`config.mk`:
```
export PLATFORM = sky130hd
export DESIGN_NAME = bpsk_pulse_scheduler
export DESIGN_NICKNAME = d
export VERILOG_FILES = /design/src/rtl/bpsk_pkg.sv /design/src/rtl/bpsk_seg_counter.sv /design/src/rtl/bpsk_pulse_scheduler.sv
export SDC_FILE = /design/constraint.sdc
export NUM_CORES = 1
export LEC_CHECK = 0
export ABC_AREA = 1
export CAP_MARGIN = 20
export CORE_MARGIN = 1
export CORE_UTILIZATION = 25
export CTS_CLUSTER_SIZE = 16
export DETAILED_ROUTE_END_ITERATION = 10
export GPL_ROUTABILITY_DRIVEN = 0
export GPL_TIMING_DRIVEN = 1
export SLEW_MARGIN = 20
export SYNTH_ARGS = -nofsm -noshare
export SYNTH_HDL_FRONTEND = slang
export SYNTH_HIERARCHICAL = 1
export SYNTH_SLANG_ARGS = --single-unit
```
`constraint.sdc`:
```
create_clock -name clk -period 5.25 [get_ports clk]
set_input_delay 1.05 -clock clk [delete_from_list [all_inputs] [get_ports clk]]
set_output_delay 1.05 -clock clk [all_outputs]
set_load 0.01 [all_outputs]
```
`src/rtl/bpsk_pkg.sv`:
```
// Shared constants, FSM state codes and configuration record for the BPSK pulse scheduler.
package bpsk_pkg;

  localparam int CODE_W  = 16;
  localparam int LEN_W   = 16;
  localparam int PRI_W   = 24;
  localparam int GUARD_W = 8;

  localparam logic [13:0] DAC_ZERO = 14'h1FFF;

  localparam logic [2:0] ST_IDLE       = 3'd0;
  localparam logic [2:0] ST_GUARD_PRE  = 3'd1;
  localparam logic [2:0] ST_TX         = 3'd2;
  localparam logic [2:0] ST_GUARD_POST = 3'd3;
  localparam logic [2:0] ST_LISTEN     = 3'd4;

  typedef struct packed {
    logic [GUARD_W-1:0] guard;
    logic [LEN_W-1:0]   tx;
    logic [PRI_W-1:0]   pri;
    logic [LEN_W-1:0]   n;
    logic [CODE_W-1:0]  code_a;
  } cfg_t;

  // A PRI must hold both guards, the TX window and at least one listen cycle.
  function automatic logic cfg_valid(input logic [GUARD_W-1:0] g,
                                     input logic [LEN_W-1:0]   tx,
                                     input logic [PRI_W-1:0]   pri,
                                     input logic [LEN_W-1:0]   n);
    logic [PRI_W:0] need;
    need = {9'd0, tx} + {16'd0, g, 1'b0} + 25'd1;
    return (tx != '0) && (n != '0) && ({1'b0, pri} >= need);
  endfunction

endpackage

```
`src/rtl/bpsk_seg_counter.sv`:
```
// Loadable down-counter; tc is high while the count sits at zero (last cycle of a segment).
module bpsk_seg_counter #(
  parameter int W = 24
) (
  input  logic         clk,
  input  logic         rst,
  input  logic         load,
  input  logic [W-1:0] load_val,
  output logic         tc
);

  logic [W-1:0] count;

  always_ff @(posedge clk or posedge rst) begin
    if (rst) begin
      count <= '0;
    end else if (load) begin
      count <= load_val;
    end else if (count != '0) begin
      count <= count - 1'b1;
    end
  end

  assign tc = (count == '0);

endmodule

```
`src/rtl/bpsk_pulse_scheduler.sv`:
```
// Radar burst scheduler: guard / TX / guard / listen per PRI, n_pulses per burst.
// Define BPSK_ALT_CODE_EN to alternate code_a / code_b on even / odd pulses.
module bpsk_pulse_scheduler
  import bpsk_pkg::*;
(
  input  logic               clk,
  input  logic               rst,
  input  logic               start,
  input  logic               abort,
  input  logic [CODE_W-1:0]  code_a,
  input  logic [CODE_W-1:0]  code_b,
  input  logic [GUARD_W-1:0] guard_len,
  input  logic [LEN_W-1:0]   tx_len,
  input  logic [PRI_W-1:0]   pri_len,
  input  logic [LEN_W-1:0]   n_pulses,
  output logic               sinc,
  output logic [CODE_W-1:0]  cod,
  output logic               tr_sw,
  output logic               rx_gate,
  output logic [LEN_W-1:0]   pulse_idx,
  output logic               busy,
  output logic               done,
  output logic               cfg_err,
  output logic [2:0]         dbg_state
);

  logic [2:0]        state_q, state_nxt;
  cfg_t              cfg_q;
  logic              accept, reject;
  logic              seg_load, seg_tc;
  logic [PRI_W-1:0]  seg_val;
  logic [PRI_W-1:0]  listen_len;
  logic [LEN_W-1:0]  pidx_nxt;
  logic [CODE_W-1:0] cod_nxt;
  logic              done_nxt;

`ifdef BPSK_ALT_CODE_EN
  logic [CODE_W-1:0] code_b_q;
`else
  logic unused_code_b;
  assign unused_code_b = ^code_b;
`endif

  assign listen_len = cfg_q.pri - {8'd0, cfg_q.tx} - {15'd0, cfg_q.guard, 1'b0};
  assign dbg_state  = state_q;

  bpsk_seg_counter #(.W(PRI_W)) u_seg (
    .clk      (clk),
    .rst      (rst),
    .load     (seg_load),
    .load_val (seg_val),
    .tc       (seg_tc)
  );

  always_comb begin
    state_nxt = state_q;
    seg_load  = 1'b0;
    seg_val   = '0;
    pidx_nxt  = pulse_idx;
    cod_nxt   = cod;
    done_nxt  = 1'b0;
    accept    = 1'b0;
    reject    = 1'b0;
    case (state_q)
      ST_IDLE: begin
        // abort outranks a coincident start; start uses live inputs since they latch now
        if (start && !abort) begin
          if (cfg_valid(guard_len, tx_len, pri_len, n_pulses)) begin
            accept   = 1'b1;
            pidx_nxt = '0;
            cod_nxt  = code_a;
            seg_load = 1'b1;
            if (guard_len != '0) begin
              state_nxt = ST_GUARD_PRE;
              seg_val   = {16'd0, guard_len} - 24'd1;
            end else begin
              state_nxt = ST_TX;
              seg_val   = {8'd0, tx_len} - 24'd1;
            end
          end else begin
            reject   = 1'b1;
            done_nxt = 1'b1;
          end
        end
      end
      ST_GUARD_PRE: begin
        if (seg_tc) begin
          state_nxt = ST_TX;
          seg_load  = 1'b1;
          seg_val   = {8'd0, cfg_q.tx} - 24'd1;
        end
      end
      ST_TX: begin
        if (seg_tc) begin
          seg_load = 1'b1;
          if (cfg_q.guard != '0) begin
            state_nxt = ST_GUARD_POST;
            seg_val   = {16'd0, cfg_q.guard} - 24'd1;
          end else begin
            state_nxt = ST_LISTEN;
            seg_val   = listen_len - 24'd1;
          end
        end
      end
      ST_GUARD_POST: begin
        if (seg_tc) begin
          state_nxt = ST_LISTEN;
          seg_load  = 1'b1;
          seg_val   = listen_len - 24'd1;
        end
      end
      ST_LISTEN: begin
        if (seg_tc) begin
          if (pulse_idx == cfg_q.n - 1'b1) begin
            state_nxt = ST_IDLE;
            done_nxt  = 1'b1;
          end else begin
            pidx_nxt = pulse_idx + 1'b1;
`ifdef BPSK_ALT_CODE_EN
            cod_nxt  = pidx_nxt[0] ? code_b_q : cfg_q.code_a;
`else
            cod_nxt  = cfg_q.code_a;
`endif
            seg_load = 1'b1;
            if (cfg_q.guard != '0) begin
              state_nxt = ST_GUARD_PRE;
              seg_val   = {16'd0, cfg_q.guard} - 24'd1;
            end else begin
              state_nxt = ST_TX;
              seg_val   = {8'd0, cfg_q.tx} - 24'd1;
            end
          end
        end
      end
      default: state_nxt = ST_IDLE;
    endcase
    if (state_q != ST_IDLE && abort) begin
      state_nxt = ST_IDLE;
      done_nxt  = 1'b1;
      seg_load  = 1'b0;
      pidx_nxt  = pulse_idx;
      cod_nxt   = cod;
    end
  end

  // Outputs are flops driven from the next state, so they line up with state_q.
  always_ff @(posedge clk or posedge rst) begin
    if (rst) begin
      state_q   <= ST_IDLE;
      cfg_q     <= '0;
      sinc      <= 1'b0;
      tr_sw     <= 1'b0;
      rx_gate   <= 1'b0;
      busy      <= 1'b0;
      done      <= 1'b0;
      cfg_err   <= 1'b0;
      cod       <= '0;
      pulse_idx <= '0;
    end else begin
      state_q <= state_nxt;
      if (accept) begin
        cfg_q <= '{guard: guard_len, tx: tx_len, pri: pri_len, n: n_pulses, code_a: code_a};
      end
      sinc      <= (state_nxt == ST_TX);
      tr_sw     <= (state_nxt == ST_GUARD_PRE) || (state_nxt == ST_TX) ||
                   (state_nxt == ST_GUARD_POST);
      rx_gate   <= (state_nxt == ST_LISTEN);
      busy      <= (state_nxt != ST_IDLE);
      done      <= done_nxt;
      cod       <= cod_nxt;
      pulse_idx <= pidx_nxt;
      if (reject) begin
        cfg_err <= 1'b1;
      end else if (accept) begin
        cfg_err <= 1'b0;
      end
    end
  end

`ifdef BPSK_ALT_CODE_EN
  always_ff @(posedge clk or posedge rst) begin
    if (rst) begin
      code_b_q <= '0;
    end else if (accept) begin
      code_b_q <= code_b;
    end
  end
`endif

endmodule
```
==> Word-level counts from Yosys, hierarchy flattened <==
Cells that the tools add are included.
{ "totals": {"romBits": 0, "regBits": 145, "n_memories": 0, "out_inout_bits": 41, "ramBits": 0, "latch_bits": 0} }
{ "op_classes": {"shifts": 0, "muxes": 52, "bitwise_logic": 1, "n_mul": 0, "n_eq_ne": 13, "div": 0, "add_sub_neg": 12, "n_reduce_logical": 21, "n_lt_le_gt_ge": 1} }
{ "ops": {"columns": ["operator", "count"], "rows": [
  ["24-bit 2-to-1 mux", 12],
  ["16-bit 2-to-1 mux", 8],
  ["24-bit case mux with 5 select lines", 1],
  ["16-bit case mux with 2 select lines", 2],
  ["24-bit by 1-bit subtractor with 24-bit output (second input constant)", 2],
  ["16-bit by 1-bit subtractor with 17-bit output (second input constant)", 2],
  ["16-bit nonzero test", 2],
  ["24-bit by 18-bit greater-or-equal comparator with 1-bit output", 1],
  ["24-bit zero test", 1],
  ["3-bit 2-to-1 mux", 8],
  ["24-bit nonzero test", 1],
  ["24-bit by 16-bit subtractor with 24-bit output", 1],
  ["24-bit by 9-bit subtractor with 24-bit output", 1],
  ["17-bit by 1-bit adder with 18-bit output (second input constant)", 1],
  ["8-bit by 1-bit subtractor with 9-bit output (second input constant)", 2],
  ["16-bit by 9-bit adder with 17-bit output", 1],
  ["16-bit by 1-bit adder with 16-bit output (second input constant)", 1],
  ["16-bit equality test", 1],
  ["8-bit nonzero test", 2],
  ["16-bit by 1-bit subtractor with 16-bit output (second input constant)", 1],
  ["1-bit 2-to-1 mux", 15],
  ["3-bit case mux with 5 select lines", 1],
  ["3-bit by 2-bit equality test with 1-bit output (second input constant)", 4],
  ["2-bit inequality test (second input constant)", 4],
  ["other kinds (14)", 25]
]} }

==> Longest topological paths before layout <==
Gate-level depths: netlist of the first run.
{ "depth": {"ltp_word": 11, "mapped_depth": 29} }

==> Cells and area by module <==
The synthesis of the first run kept the hierarchy.
{ "modules_own_cells": {"columns": ["mod", "instances", "area_each_um2", "cells_each"], "rows": [
  ["bpsk_pulse_scheduler", 1, 9997.1, 1435],
  ["bpsk_seg_counter", 1, 1614.0, 243]
]} }

==> Worst setup path before layout of the first run <==
OpenSTA, ideal clock, no wires.
{ "synth_timing": {"path_type": "in2reg", "start": "in guard_len[0]", "end": "reg u_seg.count[10]", "n_path_buf": 3, "setup_time_ns": 0.116, "setup_slack_ns": 0.346, "t_arrival_ns": 4.787, "cell_stages": 28, "t_required_ns": 5.134, "path_cell_list": "inv_1 -> fa_1 -> inv_1 -> a31oi_1 -> o21ai_0 -> nand2_1 -> a21oi_1 -> nand2_1 -> nor3_1 -> xor2_1 -> ha_1 -> nand4_1 -> nor2_1 -> and2_1 -> nand2_1 -> nand4_1 -> nand2_1 -> inv_2 -> nand2_4 -> buf_2 -> a31oi_1 -> clkbuf_1 -> inv_1 -> nand2_4 -> inv_4 -> buf_6 -> nand2_1 -> nand2_1"} }
{ "synth_between": {"elab_chain_cells": 9, "word_cells_on_any_way": 16, "classes_between": "add/sub: 3; order compare: 1; mux: 9; reduce/logical: 3"} }
{ "synth_rtl": {"columns": ["element", "line_no", "rtl"], "rows": [
  ["from (decl)", "bpsk_pulse_scheduler.sv:12", "input logic [GUARD_W-1:0] guard_len,"],
  ["16-bit by 9-bit adder with 17-bit output *", "bpsk_pkg.sv:31", "need = {9'd0, tx} + {16'd0, g, 1'b0} + 25'd1;"],
  ["17-bit by 1-bit adder with 18-bit output *", "bpsk_pkg.sv:31", null],
  ["24-bit by 18-bit greater-or-equal comparator with 1-bit output *", "bpsk_pkg.sv:32", "return (tx != '0) && (n != '0) && ({1'b0, pri} >= need);"],
  ["1-bit logical AND *", "bpsk_pkg.sv:32", null],
  ["1-bit 2-to-1 mux *", "bpsk_pulse_scheduler.sv:68", "if (cfg_valid(guard_len, tx_len, pri_len, n_pulses)) begin"],
  ["1-bit 2-to-1 mux *", "bpsk_pulse_scheduler.sv:67", "if (start && !abort) begin"],
  ["1-bit case mux with 3 select lines *", "bpsk_pulse_scheduler.sv:64", "case (state_q)"],
  ["1-bit 2-to-1 mux *", "bpsk_pulse_scheduler.sv:137", "if (state_q != ST_IDLE && abort) begin"],
  ["net seg_load", "bpsk_pulse_scheduler.sv:30", "logic seg_load, seg_tc;"],
  ["24-bit 2-to-1 mux or 2-bit nonzero test (tied branches)", null, null],
  ["to (signal assigned)", "bpsk_seg_counter.sv:18", "count <= load_val;"],
  ["to (signal assigned)", "bpsk_seg_counter.sv:20", "count <= count - 1'b1;"],
  ["to (decl)", "bpsk_seg_counter.sv:12", "logic [W-1:0] count;"]
]} }
Mark *: on every way through the listed nets, which the timed path passes. The rest lies on a longest branch.
A chain may end at the register's enable or synchronous reset.

==> Final worst setup path of the first run <==
Same ends and word-level chain as after synthesis.

==> results of run 1 <==
-- through the flow --
step	setup TNS [ns]	hold WS (ns)	setup WS, ns	util	area, um^2
after floorplan	0	0.453	0.346	-	11600
after global placement	-16.72	0.468	-0.250	0.304	13900
after detailed placement	-22.75	0.473	-0.304	0.304	13900
after CTS	0	0.490	0.144	0.317	14500
after global routing	0	0.519	0.0429	0.318	14500
final	0	0.484	0.389	0.318	14500
-- worst max-delay path by stage --
stage	from	to	slack [ns]	depth (start not counted)
detailed placement	guard_len[0]	u_seg/count[16]	-0.30	27
finish	guard_len[0]	u_seg/count[10]	0.39	27
floorplan	guard_len[0]	u_seg/count[10]	0.35	28
CTS	guard_len[0]	u_seg/count[10]	0.14	27
global placement	guard_len[0]	u_seg/count[12]	-0.25	27
global route	guard_len[0]	u_seg/count[21]	0.04	27
-- power groups by stage --
stage | combinational (W) | sequential, W | clock (W)
3_3_place_gp | 0.00480 | 0.00205 | 0
3_5_place_dp | 0.00487 | 0.00207 | 0
5_1_grt | 0.00557 | 0.00212 | 0.00129
6_report | 0.00497 | 0.00205 | 0.00121
2_1_floorplan | 0.00352 | 0.00195 | 0
4_1_cts | 0.00491 | 0.00205 | 0.00124
-- worst max-delay path: stages --
cell	delay, ns
clkdlybuf4s50_1	0.49
inv_1	0.08
fa_1	0.44
inv_1	0.07
a31oi_1	0.10
o21ai_1	0.24
nand2_1	0.09
a21oi_1	0.13
buf_4	0.16
nand2_1	0.08
nor3_2	0.16
nand3_1	0.21
ha_1	0.34
nand3_1	0.09
nor2_2	0.17
and2_1	0.15
nand2_1	0.05
nand4_1	0.12
nand2_1	0.12
inv_2	0.09
nand2_4	0.06
a31oi_2	0.22
inv_1	0.12
nand2_4	0.14
inv_4	0.09
nand2_1	0.08
nand2_1	0.05
-- area by class of cell --
class,count,share of cell area
tap,600,0.0518
clock inverter,11,0.00906
multi-input combinational,1271,0.479
timing repair buffer,180,0.122
sequential,145,0.250
inverter,220,0.0573
clock buffer,20,0.0308
-- routing by layer --
metal	vias up	part of all wire	wire (um)	GRT usage
met5	-	0	0	0
met1	5310	0.47	16800	0.206
li1	5766	-	-	-
met4	0	0.020	739	0.0469
met3	37	0.041	1480	0.0156
met2	306	0.47	17100	0.261
-- flip-flops by register name, indices dropped and copies added (netlist names), 3 cells and up --
name	flops
pulse_idx	16
u_seg/count	24
cfg_q	80
cod	16
dbg_state	3
-- layout by cell type (no fill, tap or decap), drive strengths merged, types with 2 or more instances in the layout --
cell type | Yosys | final
a21o | 4 | 4
o22ai | 5 | 5
clkinvlp | 0 | 3
o21ai | 127 | 127
ha | 57 | 57
buf | 25 | 56
fa | 10 | 10
clkinv | 1 | 5
nand3b | 6 | 6
a21boi | 2 | 2
a21oi | 76 | 76
or2 | 12 | 12
xor2 | 63 | 63
o21a | 15 | 15
nand3 | 98 | 98
nand4 | 44 | 44
dfrtp | 145 | 145
mux2 | 11 | 11
o31ai | 4 | 4
clkdlybuf4s50 | 0 | 124
nand2 | 455 | 455
nor4 | 11 | 11
clkbuf | 17 | 20
inv | 219 | 221
nor3 | 25 | 25
xnor2 | 20 | 20
o211ai | 6 | 6
nor2 | 201 | 201
a211oi | 2 | 2
bufinv | 0 | 2
and2 | 2 | 2
a31oi | 8 | 8
o221ai | 2 | 2
-- what timing repair did --
item                                    4_1_cts  5_1_grt
hold buffers                                  0        0
endpoints found under the setup margin        0       50
setup buffers                                 0        0
gates resized for setup                       0        5
-- cell families (layout without fill, tap and decap cells) --
kind of cell | after synthesis | after routing | share of synthesized area
flops | 145 | 145 | 0.313
compound gates | 256 | 256 | 0.123
buf+inv | 262 | 431 | 0.0918
mux | 11 | 11 | 0.0107
fa+ha+maj | 67 | 67 | 0.0787
xor+xnor | 83 | 83 | 0.0626
simple gates | 854 | 854 | 0.321
==> impl_metrics.py, run 1 <==
metrics = {
    "pwr": {
        "clkPwrFrac": 0.147,
        "leakage_nw": 6.77,
        "power_w": 0.00823,
        "vdd.ir_drop.worst_uv": 452,
        "switchingPower_w": 0.00411,
        "switching_share": 0.499,
        "p_seq_frac": 0.249,
        "powerDensity_nw_per_um2": 568,
        "p_int_w": 0.00413,
        "comb_power_share": 0.603,
    },
    "global_route": {
        "grt_overflow_total": 0,
        "grt_max_degree": 71,
        "grt_usage": 0.154,
        "grt_pass1_vias": 11000,
        "antenna_found_initial": 0,
        "grt_first_pass_wirelength_um": 58000,
    },
    "logic_synthesis": {
        "ys_warn_count": 6,
        "yosysMostFrequentCell": "nand2_1",
        "avgSynthCellArea_um2": 6.92,
        "synthArstFlopShare": 1.00,
        "yosys-top-cells-count": "449 x nand2_1, 217 x inv_1, 183 x nor2_1",
        "syn_area_um2": 11600,
        "syn_inst": 1678,
        "synth_edf_count": 0,
        "yosys-top-cells-area": "dfrtp_1 31%, nand2_1 15%, inv_1 7.0%, ha_1 6.1%, nor2_1 5.9%",
        "synth-seq-cells": 145,
        "yosys_most_used_dff": "dfrtp_1",
        "ys_seq_area_frac": 0.313,
        "yosys.area.top_type": "dfrtp_1",
        "syn_nets": 1845,
        "yosysTopAreaCellShare": 0.313,
        "yosys.cell_types.count": 54,
    },
    "clock_network": {
        "numCtsBuffers": 17,
        "cts_sinks": 145,
        "clockBufferDepth": 2,
        "h-tree-depth": 4,
        "root_buffer": "clkbuf_16",
        "path_clk_slew_ns": 0.06,
        "clock_latency_ns": 0.44,
        "cts_tree": "yes",
    },
    "sta": {
        "finalHoldViolCount": 0,
        "fin_crit_ns": 4.86,
        "layout_worst_path_cycle_share": 0.926,
        "final-setup-viol-count": 0,
        "fmax_ghz": 0.206,
        "worstMarginPinSlew_ns": 0.992,
        "rsz0062_at_grt": "no",
        "slew_violations": 0,
        "skew_ns": 0.00978,
        "slew_headroom": 0.335,
    },
    "final_layout": {
        "regArea_um2": 3630,
        "area_delta_synth_final_pct": 24.9,
        "antenna_cells": 0,
        "multi_input_area_um2": 6940,
        "drive_above_1_share": 0.0834,
        "fill_cells": 4814,
        "final_nets": 2002,
        "final_cells": 2447,
    },
    "placed_design": {
        "placed_cells_incl_taps": 2414,
        "portBuffers": 124,
        "dp.final_hpwl_um": 29000,
    },
    "routing": {
        "ant_nets": 0,
        "drt_pre_antenna_iters": 6,
        "drc": 0,
        "wl_per_cell_um": 14.8,
        "num_vias": 11400,
        "first_iter_violations": 931,
        "finalWirelength_um": 36100,
        "vias_per_cell": 4.67,
    },
    "critical_path": {
        "startpoint_type": "primary input",
        "timing.rr.start": "cfg_q[72]",
        "worst_setup_path_end_kind": "flop",
        "worst_ep_required_time_ns": 5.58,
        "crit_arrival_ns": 5.19,
        "r2r_end": "u_seg/count[10]",
        "reg2reg_depth": 16,
        "r2r_slack_ns": 1.85,
        "path_class": "primary input to flop",
        "path_max_fanout": 13,
    },
    "worst_hold_path": {
        "min-delay-start": "cfg_q[0]",
        "hold_path_class": "flop to flop",
        "holdPathEnd": "cfg_q[0]",
        "hold_depth": 2,
    },
    "flow_run": {
        "cap_viol_max_count": 0,
    },
    "die": {
        "die_h_um": 218,
        "ios": 141,
        "die_x_um": 218,
        "die-area_um2": 47300,
        "core_um2": 45600,
        "rows": 78,
        "initial_core_util": 0.255,
    },
    "run_status": {
        "status": "finished clean",
    },
}
(Power assumes the default switching activity.)
==> run 2: changes to the inputs <==
--- a/config.mk
+++ b/config.mk
@@ -13,6 +13,7 @@
 export DETAILED_ROUTE_END_ITERATION = 10
 export GPL_ROUTABILITY_DRIVEN = 0
 export GPL_TIMING_DRIVEN = 1
+export REMOVE_ABC_BUFFERS = 1
 export SLEW_MARGIN = 20
 export SYNTH_ARGS = -nofsm -noshare
 export SYNTH_HDL_FRONTEND = slang
==> impl_metrics.py, run 2 (same netlist as run 1, synthesis figures left out) <==
metrics = {
    "die": {
        "die_h_um": 218,
        "rows": 78,
        "ios": 141,
        "die-area_um2": 47300,
        "initial_core_util": 0.255,
        "die_x_um": 218,
        "core_um2": 45600,
    },
    "clock_network": {
        "clockBufferDepth": 2,
        "clock_latency_ns": 0.44,
        "path_clk_slew_ns": 0.07,
        "numCtsBuffers": 17,
        "hold_buffers": 0,
        "cts_sinks": 145,
        "root_buffer": "clkbuf_16",
        "cts_tree": "yes",
        "h-tree-depth": 4,
    },
    "sta": {
        "skew_ns": 0.0125,
        "slew_violations": 0,
        "fin_ws_ns": 0.261,
        "hold_ws_ns": 0.489,
        "worstMarginPinSlew_ns": 0.970,
        "fmax_ghz": 0.200,
        "fin_crit_ns": 4.99,
        "fin_setup_tns_ns": 0,
        "rsz0062_at_grt": "yes",
        "slew_headroom": 0.348,
        "layout_worst_path_cycle_share": 0.950,
        "final-setup-viol-count": 0,
        "finalHoldViolCount": 0,
    },
    "final_layout": {
        "multi_input_area_um2": 6950,
        "largest_reg_flops": 80,
        "final_cells": 2453,
        "final_nets": 2008,
        "area_delta_synth_final_pct": 25.1,
        "top_register": "cfg_q",
        "antenna_cells": 0,
        "layout.cells.most_common": "nand2_1",
        "fill_cells": 4844,
        "drive_above_1_share": 0.0880,
        "largest_registers": "cfg_q: 80 flops, u_seg/count: 24 flops",
        "layout_common_cells": "448 x nand2_1, 214 x inv_1, 181 x nor2_1",
        "regArea_um2": 3630,
    },
    "routing": {
        "first_iter_violations": 738,
        "drt_pre_antenna_iters": 5,
        "num_vias": 11300,
        "wl_per_cell_um": 14.1,
        "ant_nets": 0,
        "vias_per_cell": 4.62,
        "finalWirelength_um": 34600,
        "drc": 0,
    },
    "placed_design": {
        "placed_cells_incl_taps": 2420,
        "place_ws_ns": -0.523,
        "dp.final_hpwl_um": 27400,
        "portBuffers": 124,
    },
    "global_route": {
        "grt_usage": 0.148,
        "antenna_found_initial": 1,
        "grt_max_degree": 70,
        "grt-busiest-layer": "met2",
        "grt_pass1_vias": 11200,
        "grt_first_pass_wirelength_um": 56300,
        "met3_usage": 0.0219,
        "use_met1": 0.195,
        "grt_overflow_total": 0,
        "use_met2": 0.247,
    },
    "critical_path": {
        "startpoint_type": "primary input",
        "crit_arrival_ns": 5.31,
        "worst_setup_path_end_kind": "flop",
        "r2r_slack_ns": 1.85,
        "path_class": "primary input to flop",
        "cp-startpoint": "guard_len[0]",
        "reg2reg_depth": 15,
        "timing.rr.start": "cfg_q[58]",
        "r2r_end": "u_seg/count[13]",
        "path_max_fanout": 31,
        "worst_ep_required_time_ns": 5.57,
    },
    "pwr": {
        "vdd.ir_drop.worst_uv": 249,
        "leakage_nw": 6.80,
        "powerDensity_nw_per_um2": 558,
        "power_w": 0.00810,
    },
    "worst_hold_path": {
        "hold_depth": 2,
        "holdPathEnd": "cfg_q[7]",
        "min-delay-start": "cfg_q[7]",
        "hold_path_class": "flop to flop",
    },
    "flow_run": {
        "cap_viol_max_count": 0,
    },
    "run_status": {
        "status": "finished clean",
    },
}
-- run 2: changes by cell type in the layout (fill, tap and decap cells not counted), sizes merged --
cell	delta
buf	+6
clkinv	-3
clkinvlp	+1
dlymetal6s2s	+1
bufinv	-1
inv	+4
clkbuf	-1
clkdlybuf4s50	-1
-- run 2: power breakdown --
part	switching (W)	internal (W)	leakage, nW	total [W]
combinational	0.00303	0.00183	4.73	0.00487
clock	0.000520	0.000671	0.264	0.00119
sequential	0.000455	0.00159	1.81	0.00204
total	0.00401	0.00409	6.80	0.00810
-- run 2: layout make-up --
cell class	count	area share
clock buffers	19	0.0305
clock inverters	12	0.00835
inverters	220	0.0572
multi-input cells	1271	0.478
flip-flops and latches	145	0.250
well taps	600	0.0517
repair buffers	186	0.125
-- run 2: metal layers --
layer	part of all wire	vias to the layer above
met3	0.037	51
met2	0.46	245
li1	-	5767
met4	0.019	0
met5	0	-
met1	0.48	5280
-- run 2: timing repair --
action,4_1_cts,5_1_grt
hold endpoints to repair,0,0
pin swaps,0,3
setup buffers,0,2
gates resized for setup,1,6
setup endpoints to repair,27,111
-- run 2: critical path: stages --
cell             delay (ns)
clkdlybuf4s50_1        0.48
inv_1                  0.07
fa_1                   0.46
inv_1                  0.08
a31oi_2                0.11
o21ai_1                0.19
buf_4                  0.14
nand2_1                0.06
a21oi_2                0.19
nand2_1                0.09
nor3_1                 0.13
buf_4                  0.14
nand3_1                0.09
ha_1                   0.30
nand3_1                0.08
nor2_1                 0.05
buf_4                  0.15
and2_1                 0.13
nand2_1                0.06
nand4_1                0.21
nand2_2                0.19
inv_2                  0.07
nand2_4                0.08
buf_12                 0.15
buf_12                 0.17
mux2_2                 0.34
-- run 2: worst max path at each step --
stage,to,slack [ns],cells after the start
6_report,cfg_q[48],0.26,26
5_1_grt,u_seg/count[5],-0.01,28
4_1_cts,u_seg/count[10],0.02,29
3_5_place_dp,cfg_q[48],-0.52,26
3_3_place_gp,cfg_q[48],-0.55,26
2_1_floorplan,u_seg/count[22],-1.03,25
-- run 2: through the flow --
stage / instance area [um^2] / utilization
global placement: 13900 / 0.306
CTS: 14500 / 0.318
finish: 14500 / 0.319
global route: 14500 / 0.319
detailed placement: 13900 / 0.306
floorplan: 11400 / -
==> run 3: changes to the inputs <==
--- a/config.mk
+++ b/config.mk
@@ -13,6 +13,7 @@
 export DETAILED_ROUTE_END_ITERATION = 10
 export GPL_ROUTABILITY_DRIVEN = 0
 export GPL_TIMING_DRIVEN = 1
+export PLACE_DENSITY = 0.46
 export REMOVE_ABC_BUFFERS = 1
 export SLEW_MARGIN = 20
 export SYNTH_ARGS = -nofsm -noshare
==> impl_metrics.py, run 3 (same netlist as run 1, synthesis figures left out) <==
metrics = {
    "final_layout": {
        "regArea_um2": 3630,
        "largest_reg_flops": 80,
        "layout.cells.most_common": "nand2_1",
        "area_delta_synth_final_pct": 26.3,
        "final_nets": 2017,
        "drive_above_1_share": 0.0939,
        "multi_input_area_um2": 6970,
        "fill_cells": 4917,
        "antenna_cells": 0,
        "largest_registers": "cfg_q: 80 flops, u_seg/count: 24 flops",
        "top_register": "cfg_q",
        "layout_common_cells": "448 x nand2_1, 214 x inv_1, 181 x nor2_1",
    },
    "die": {
        "die_h_um": 218,
        "ios": 141,
        "core_um2": 45600,
        "die-area_um2": 47300,
        "initial_core_util": 0.255,
        "die_x_um": 218,
        "rows": 78,
    },
    "pwr": {
        "vdd.ir_drop.worst_uv": 261,
        "powerDensity_nw_per_um2": 563,
        "leakage_nw": 6.87,
    },
    "critical_path": {
        "timing.rr.start": "u_seg/count[0]",
        "crit_arrival_ns": 5.25,
        "r2r_slack_ns": 1.84,
        "r2r_end": "u_seg/count[14]",
        "worst_setup_path_end_kind": "flop",
        "worst_ep_required_time_ns": 5.57,
        "startpoint_type": "primary input",
        "critical_path.endpoint": "u_seg/count[0]",
        "path_class": "primary input to flop",
        "cp-startpoint": "guard_len[0]",
        "path_max_fanout": 7,
        "reg2reg_depth": 14,
    },
    "run_status": {
        "status": "finished clean",
    },
    "sta": {
        "finalHoldViolCount": 0,
        "rsz0062_at_grt": "no",
        "fin_crit_ns": 4.93,
        "slew_headroom": 0.378,
        "fmax_ghz": 0.203,
        "fin_ws_ns": 0.323,
        "fin_setup_tns_ns": 0,
        "hold_ws_ns": 0.487,
        "skew_ns": 0.0172,
        "slew_violations": 0,
        "worstMarginPinSlew_ns": 0.926,
        "layout_worst_path_cycle_share": 0.938,
        "final-setup-viol-count": 0,
    },
    "placed_design": {
        "dp.final_hpwl_um": 29100,
        "place_ws_ns": -0.494,
        "portBuffers": 124,
    },
    "routing": {
        "drt_pre_antenna_iters": 5,
        "wl_per_cell_um": 14.8,
        "vias_per_cell": 4.55,
        "finalWirelength_um": 36500,
        "ant_nets": 0,
        "first_iter_violations": 804,
        "num_vias": 11200,
        "drc": 0,
    },
    "global_route": {
        "antenna_found_initial": 0,
        "grt_pass1_vias": 11100,
        "grt_usage": 0.159,
        "grt_max_degree": 65,
        "grt_first_pass_wirelength_um": 59300,
        "grt_overflow_total": 0,
    },
    "clock_network": {
        "path_clk_slew_ns": 0.07,
        "clock_latency_ns": 0.45,
        "cts_tree": "yes",
        "root_buffer": "clkbuf_16",
        "clockBufferDepth": 2,
        "cts_sinks": 145,
        "numCtsBuffers": 17,
        "h-tree-depth": 4,
    },
    "worst_hold_path": {
        "hold_path_class": "flop to flop",
        "min-delay-start": "cfg_q[7]",
    },
    "flow_run": {
        "cap_viol_max_count": 0,
    },
}
==> run 3: cell types whose count changed in the layout (fill, tap and decap cells not counted), sizes merged <==
cell / before / now
inv: 225 / 227
dlymetal6s2s: 1 / 0
clkbuf: 19 / 18
clkdlybuf4s50: 123 / 124
clkinv: 2 / 6
buf: 62 / 70
bufinv: 1 / 2
clkinvlp: 4 / 0
==> run 3: per-stage QoR <==
stage               area [um^2]  instances  total power, W  utilization
floorplan                 11400       1636         0.00542            -
global placement          14000       2428         0.00689        0.306
detailed placement        14000       2428         0.00694        0.306
CTS                       14600       2460         0.00830        0.320
global route              14700       2463         0.00910        0.322
finish                    14700       2463         0.00825        0.322
==> run 3: worst min-delay path by stage <==
stage | endpoint | depth (start not counted) | slack [ns]
finish | cfg_q[7] | 2 | 0.49
global route | cfg_q[7] | 2 | 0.51
CTS | cfg_q[7] | 2 | 0.49
detailed placement | cfg_q[1] | 2 | 0.48
global placement | cfg_q[4] | 2 | 0.47
floorplan | cfg_q[32] | 2 | 0.45
==> run 3: routing by layer <==
layer	track usage	vias to the layer above	share of wire
met5	0	-	0
met4	0.0441	0	0.015
met3	0.0211	27	0.030
met2	0.255	184	0.45
met1	0.222	5192	0.50
li1	-	5795	-
==> run 3: repair_timing <==
item	in CTS	in global routing
setup buffers	0	2
hold buffers	0	0
resized for setup	1	8
hold endpoints to repair	0	0
endpoints found under the setup margin	11	52
cloned	0	1
pin swaps	0	6
==> run 3: worst max-delay path, stage by stage <==
cell and delay [ns]:
clkdlybuf4s50_1 0.48, inv_1 0.07, fa_1 0.44, inv_1 0.07
a31oi_1 0.10, o21ai_1 0.18, buf_4 0.14, nand2_1 0.05
a21oi_2 0.20, nand2_1 0.12, nor3_2 0.26, nand3_2 0.13
ha_1 0.29, nand3_1 0.08, nor2_1 0.05, buf_4 0.16
and2_1 0.13, nand2_1 0.06, nand4_1 0.18, nand2_2 0.15
inv_2 0.07, nand2_8 0.11, a31oi_4 0.10, buf_4 0.17
nor2_1 0.25, o21ai_0 0.12
==> run 3: final cells by class <==
type | instances | area share
sequential | 145 | 0.248
clock inverter | 15 | 0.0130
multi-input combinational | 1271 | 0.475
clock buffer | 17 | 0.0290
timing repair buffer | 195 | 0.127
tap | 600 | 0.0512
inverter | 220 | 0.0567
==> run 3: where the power goes <==
part,internal (W),switching (W)
Combinational,0.00184,0.00306
Sequential,0.00159,0.000455
Clock,0.000726,0.000575
Total,0.00416,0.00409
==> RTL change 1 (config.mk and constraints of run 3) <==
`PRI_W`: 24 -> 36.
--- a/src/rtl/bpsk_pkg.sv
+++ b/src/rtl/bpsk_pkg.sv
@@ -4,5 +4,5 @@
   localparam int CODE_W  = 16;
   localparam int LEN_W   = 16;
-  localparam int PRI_W   = 24;
+  localparam int PRI_W   = 36;
   localparam int GUARD_W = 8;
 
Ports: changed (resized pri_len); port bits go from 141 to 153. No check against the original RTL was run, so the function may have changed too.
==> RTL change 1 against run 3 <==
The run now ends with DRC left. Sequential share of layout area rose by 0.47 points. Worst setup slack improved by 48 ps. Power rose by 15%. Cell area rose by 14%. Routed wire length rose by 17%. Area after synthesis rose by 16%. Die area rose by 15%. Sequential cell count rose by 24. First-iteration DRC count rose by 20%. Worst hold slack got worse by 8.7 ps. Global-route usage rose by 0.15 points. Critical path type unchanged. Largest power group unchanged.
==> RTL change 1: results (changes against run 3) <==
| Metric | Value |
|---|---|
| Critical Path AT | `5290 ps (was 5250 ps)` |
| First-pass GRT wire length | `68400 um (was 59300 um)` |
| Measured slew at the worst slew-check pin | `795 ps (was 926 ps)` |
| Achievable Freq | `205 MHz (was 203 MHz)` |
| Post-DP HPWL | `34500 um (was 29100 um)` |
| Sw Ratio | `50.5% (was 49.6%)` |
| Compound-Gate Fraction of Synth Area | `12.6% (was 12.3%)` |
| Failing checks | `DRC` |
| Reg2reg end | `u_seg/count[35] (was u_seg/count[14])` |
| Routed length per instance | `15.1 um (was 14.8 um)` |
| DR WL met2 | `19600 um (was 16500 um)` |
| M1 GR Usage | `21.8% (was 22.2%)` |
| Top cells by area, synth | `dfrtp_1 32%, nand2_1 16%, inv_1 6.1% (was dfrtp_1 31%, nand2_1 15%, inv_1 7.0%)` |
| Vias per cell | `4.55 (about the same)` |
| Post-Route M1 WL | `20700 um (was 18400 um)` |
| Hold path start | `cfg_q[48] (was cfg_q[7])` |
| Crit path launch | `tx_len[4] (was guard_len[0])` |
| Max VDD drop | `0.348 mV (was 0.261 mV)` |
| Reg-to-reg startpoint | `cfg_q[70] (was u_seg/count[0])` |
| Multiplexer share of the synthesized area | `0.0746% (was 1.07%)` |
| Clock skew | `11.1 ps (was 17.2 ps)` |
| Vias in the first global route | `12700 (was 11100)` |
| Unique masters post-synth | `51 (was 54)` |
| Pre-antenna DRT Iters | `9 (was 5)` |
| R2R setup slack | `1940 ps (was 1840 ps)` |
| Post-cts resize count | `0 (was 1)` |
| Largest net degree at the start of global routing | `79 (was 65)` |
| Top cells by count, synth | `570 x nand2_1, 218 x inv_1, 202 x nor2_1, 169 x dfrtp_1, 128 x o21ai_0 (was 449 x nand2_1, 217 x inv_1, 183 x nor2_1, 145 x dfrtp_1, 95 x nand3_1)` |
| Outcome | `complete, but fails checks (was completed)` |
| Top Registers | `cfg_q (92), u_seg/count (36) (was cfg_q (80), u_seg/count (24))` |
| DRC violations left | `10 (was 0)` |
| Adder-Cell Fraction of Synth Area | `6.81% (was 7.87%)` |
| Xor-xnor portion of the synthesized cell area | `6.33% (was 6.26%)` |
| Hold EP | `cfg_q[48] (was cfg_q[7])` |
| Placed Cells | `2816 (was 2428)` |
| Syn Inst Count | `1952 (was 1678)` |
| Share of layout cells above drive strength 1 | `11.1% (was 9.39%)` |
==> RTL change 1: cell types whose count changed in the layout (fill, tap and decap cells not counted), moves of 12 or more <==
cell,run 3,this run
o21ai_0,85,128
nand4_1,42,20
a21oi_1,75,57
o21a_1,15,2
dfrtp_1,145,169
o21bai_1,1,15
o21ai_2,0,12
nand2_2,5,19
clkdlybuf4s50_1,124,136
nand2_1,448,569
inv_2,2,14
nor2_1,181,200
nand3_1,94,115
==> RTL change 1: final cells by class <==
class                      instances  area [sq um]
clock buffer                      21           460
timing repair buffer             222          2140
sequential                       169          4230
inverter                         231           872
tap                              688           861
clock inverter                    10           118
multi-input combinational       1506          8090
fill                            5853         36000
==> RTL change 1: power by group through the flow <==
stage	Clock, mW	Combinational [mW]	Sequential [mW]
after floorplan	0	4.12	2.24
after global placement	0	5.78	2.32
after detailed placement	0	5.81	2.32
after CTS	1.35	5.85	2.30
after global routing	1.39	6.65	2.39
final	1.31	5.84	2.30
==> RTL change 2 (flow settings as in run 3) <==
Made on the original files. The output `sinc` loses its register stage (`sinc` becomes a continuous assignment).
--- a/src/rtl/bpsk_pulse_scheduler.sv
+++ b/src/rtl/bpsk_pulse_scheduler.sv
@@ -149,5 +149,4 @@
       state_q   <= ST_IDLE;
       cfg_q     <= '0;
-      sinc      <= 1'b0;
       tr_sw     <= 1'b0;
       rx_gate   <= 1'b0;
@@ -162,5 +161,4 @@
         cfg_q <= '{guard: guard_len, tx: tx_len, pri: pri_len, n: n_pulses, code_a: code_a};
       end
-      sinc      <= (state_nxt == ST_TX);
       tr_sw     <= (state_nxt == ST_GUARD_PRE) || (state_nxt == ST_TX) ||
                    (state_nxt == ST_GUARD_POST);
@@ -178,4 +176,6 @@
   end
 
+  assign sinc = (state_nxt == ST_TX);
+
 `ifdef BPSK_ALT_CODE_EN
   always_ff @(posedge clk or posedge rst) begin
Check against the original RTL: not equivalent (Yosys sat finds a counterexample within 4 cycles, from zero or initial values and one cycle with rst high).
==> RTL change 2 against run 3 <==
The run now ends with setup timing left. Routed wire length rose by 1.4%. Sequential share of layout area decreased by 0.62 points. Clock skew is 0.60 ps lower. Synthesized cell count about the same. Cell area is 1.9% higher. Core utilization up 0.60 points. Area after synthesis decreased by 0.22%. Power fell by 1.0%. Die area is 0.22% lower. Maximum frequency is 8.1% lower. Worst setup slack worse by 430 ps. Sequential cell count decreased by 1.
==> RTL change 2: results (changes against run 3) <==
| Metric | Value |
|---|---|
| Hold EP | `cfg_q[8] (was cfg_q[7])` |
| Outcome | `complete, but fails checks (was completed)` |
| Largest net degree at the start of global routing | `76 (was 65)` |
| Gr usage total | `16.1% (was 15.9%)` |
| Dpl ws | `-1550 ps (was -494 ps)` |
| Share of layout cells above drive strength 1 | `12.8% (was 9.39%)` |
| Worst r2r path cells | `15 (was 14)` |
| Clock skew | `16.6 ps (was 17.2 ps)` |
| Critical path's slowest cell | `fa_2 (was clkdlybuf4s50_1)` |
| CTS Buf Count | `17 (unchanged)` |
| Initial antenna violation count | `0 (unchanged)` |
| Top cells by area, synth | `dfrtp_1 31%, nand2_1 15%, inv_1 7.0% (unchanged)` |
| DP Area | `0.0141 sq mm (was 0.0140 sq mm)` |
| Layout clock area frac | `3.85% (was 4.20%)` |
| Critical path fanouts, max | `2 (was 7)` |
| Sequential share of cell area | `24.1% (was 24.8%)` |
| Fin Setup TNS | `-111 ps (was 0 ps)` |
| Reg2reg end | `u_seg/count[13] (was u_seg/count[14])` |
| PnR worst setup slack | `-111 ps (was 323 ps)` |
| Failing checks | `setup timing` |
| Setup Viol. Count Final | `1 (was 0)` |
| Leak | `7.00 nW (was 6.87 nW)` |
| Critical Path AT | `4310 ps (was 5250 ps)` |
| Syn Inst Count | `1677 (was 1678)` |
| Max VDD drop | `0.256 mV (was 0.261 mV)` |
| R2R setup slack | `1860 ps (was 1840 ps)` |
| Top cells by count, synth | `449 x nand2_1, 217 x inv_1, 183 x nor2_1, 144 x dfrtp_1, 95 x nand3_1 (was 449 x nand2_1, 217 x inv_1, 183 x nor2_1, 145 x dfrtp_1, 95 x nand3_1)` |
| Worst hold margin | `489 ps (was 487 ps)` |
| Signal buf overhead | `13.8% (was 12.7%)` |
| Power share of the clock group | `14.7% (was 15.8%)` |
| Non-clock buffers | `225 (was 195)` |
| Via count | `11300 (was 11200)` |
| Multi-input combinational area share | `47.6% (was 47.5%)` |
| Inverters | `220 (unchanged)` |
| Reg-to-reg startpoint | `cfg_q[58] (was u_seg/count[0])` |
| Sequential cell count | `144 (was 145)` |
| Post-DP HPWL | `29800 um (was 29100 um)` |
| Final #Nets | `2046 (was 2017)` |
| Top Registers | `cfg_q (80), u_seg/count (24) (unchanged)` |
| FILL cells | `4915 (was 4917)` |
| First-pass GRT wire length | `59800 um (was 59300 um)` |
| CP max stage delay | `390 ps (was 480 ps)` |
| 1st-iter DRT viols | `641 (was 804)` |
| Measured slew at the worst slew-check pin | `977 ps (was 926 ps)` |
| Ant diodes | `1 (was 0)` |
| Internal power | `4.07 mW (was 4.16 mW)` |
| Final non-filler cell total | `2493 (was 2463)` |
| Routed WL | `37100 um (was 36500 um)` |
| Hold path start | `cfg_q[8] (was cfg_q[7])` |
| Multi-input gate area | `0.00711 sq mm (was 0.00697 sq mm)` |
| Sequential fraction of the synthesis area | `31.1% (was 31.3%)` |
| Clock latency at the later pin of the worst-skew pair | `450 ps (about the same)` |
| PD cells | `547 mW/mm^2 (was 563 mW/mm^2)` |
## RTL change 2: timing repair
item	CTS	global route
endpoints found under the setup margin	53	1
gates resized for setup	87	17
setup buffers	5	3
pin swaps	27	25
## RTL change 2: metal layers
layer / share of wire, % / vias up / global-route usage, %
li1: - / 5854 / -
met1: 50 / 5168 / 22.5
met2: 45 / 202 / 25.7
met3: 3.0 / 39 / 2.03
met4: 1.8 / 0 / 4.95
met5: 0 / - / 0
## RTL change 2: worst max-delay path by stage
stage	endpoint	slack, ps	startpoint
after floorplan	u_seg/count[22]	-1030	guard_len[0]
after global placement	sinc	-1470	guard_len[0]
after detailed placement	sinc	-1550	guard_len[0]
after CTS	sinc	-240	tx_len[1]
after global routing	sinc	-400	guard_len[0]
final	sinc	-110	guard_len[0]
## RTL change 2: cells by family after synthesis
group	after synthesis	synth area share (%)
and+or+nand+nor	854	32.1
AOI/OAI and AO/OA	256	12.3
DFF	144	31.1
adders and majority gates	67	7.88
buffers and inverters	262	9.20
xor gates and xnor gates	83	6.27
muxes	11	1.07
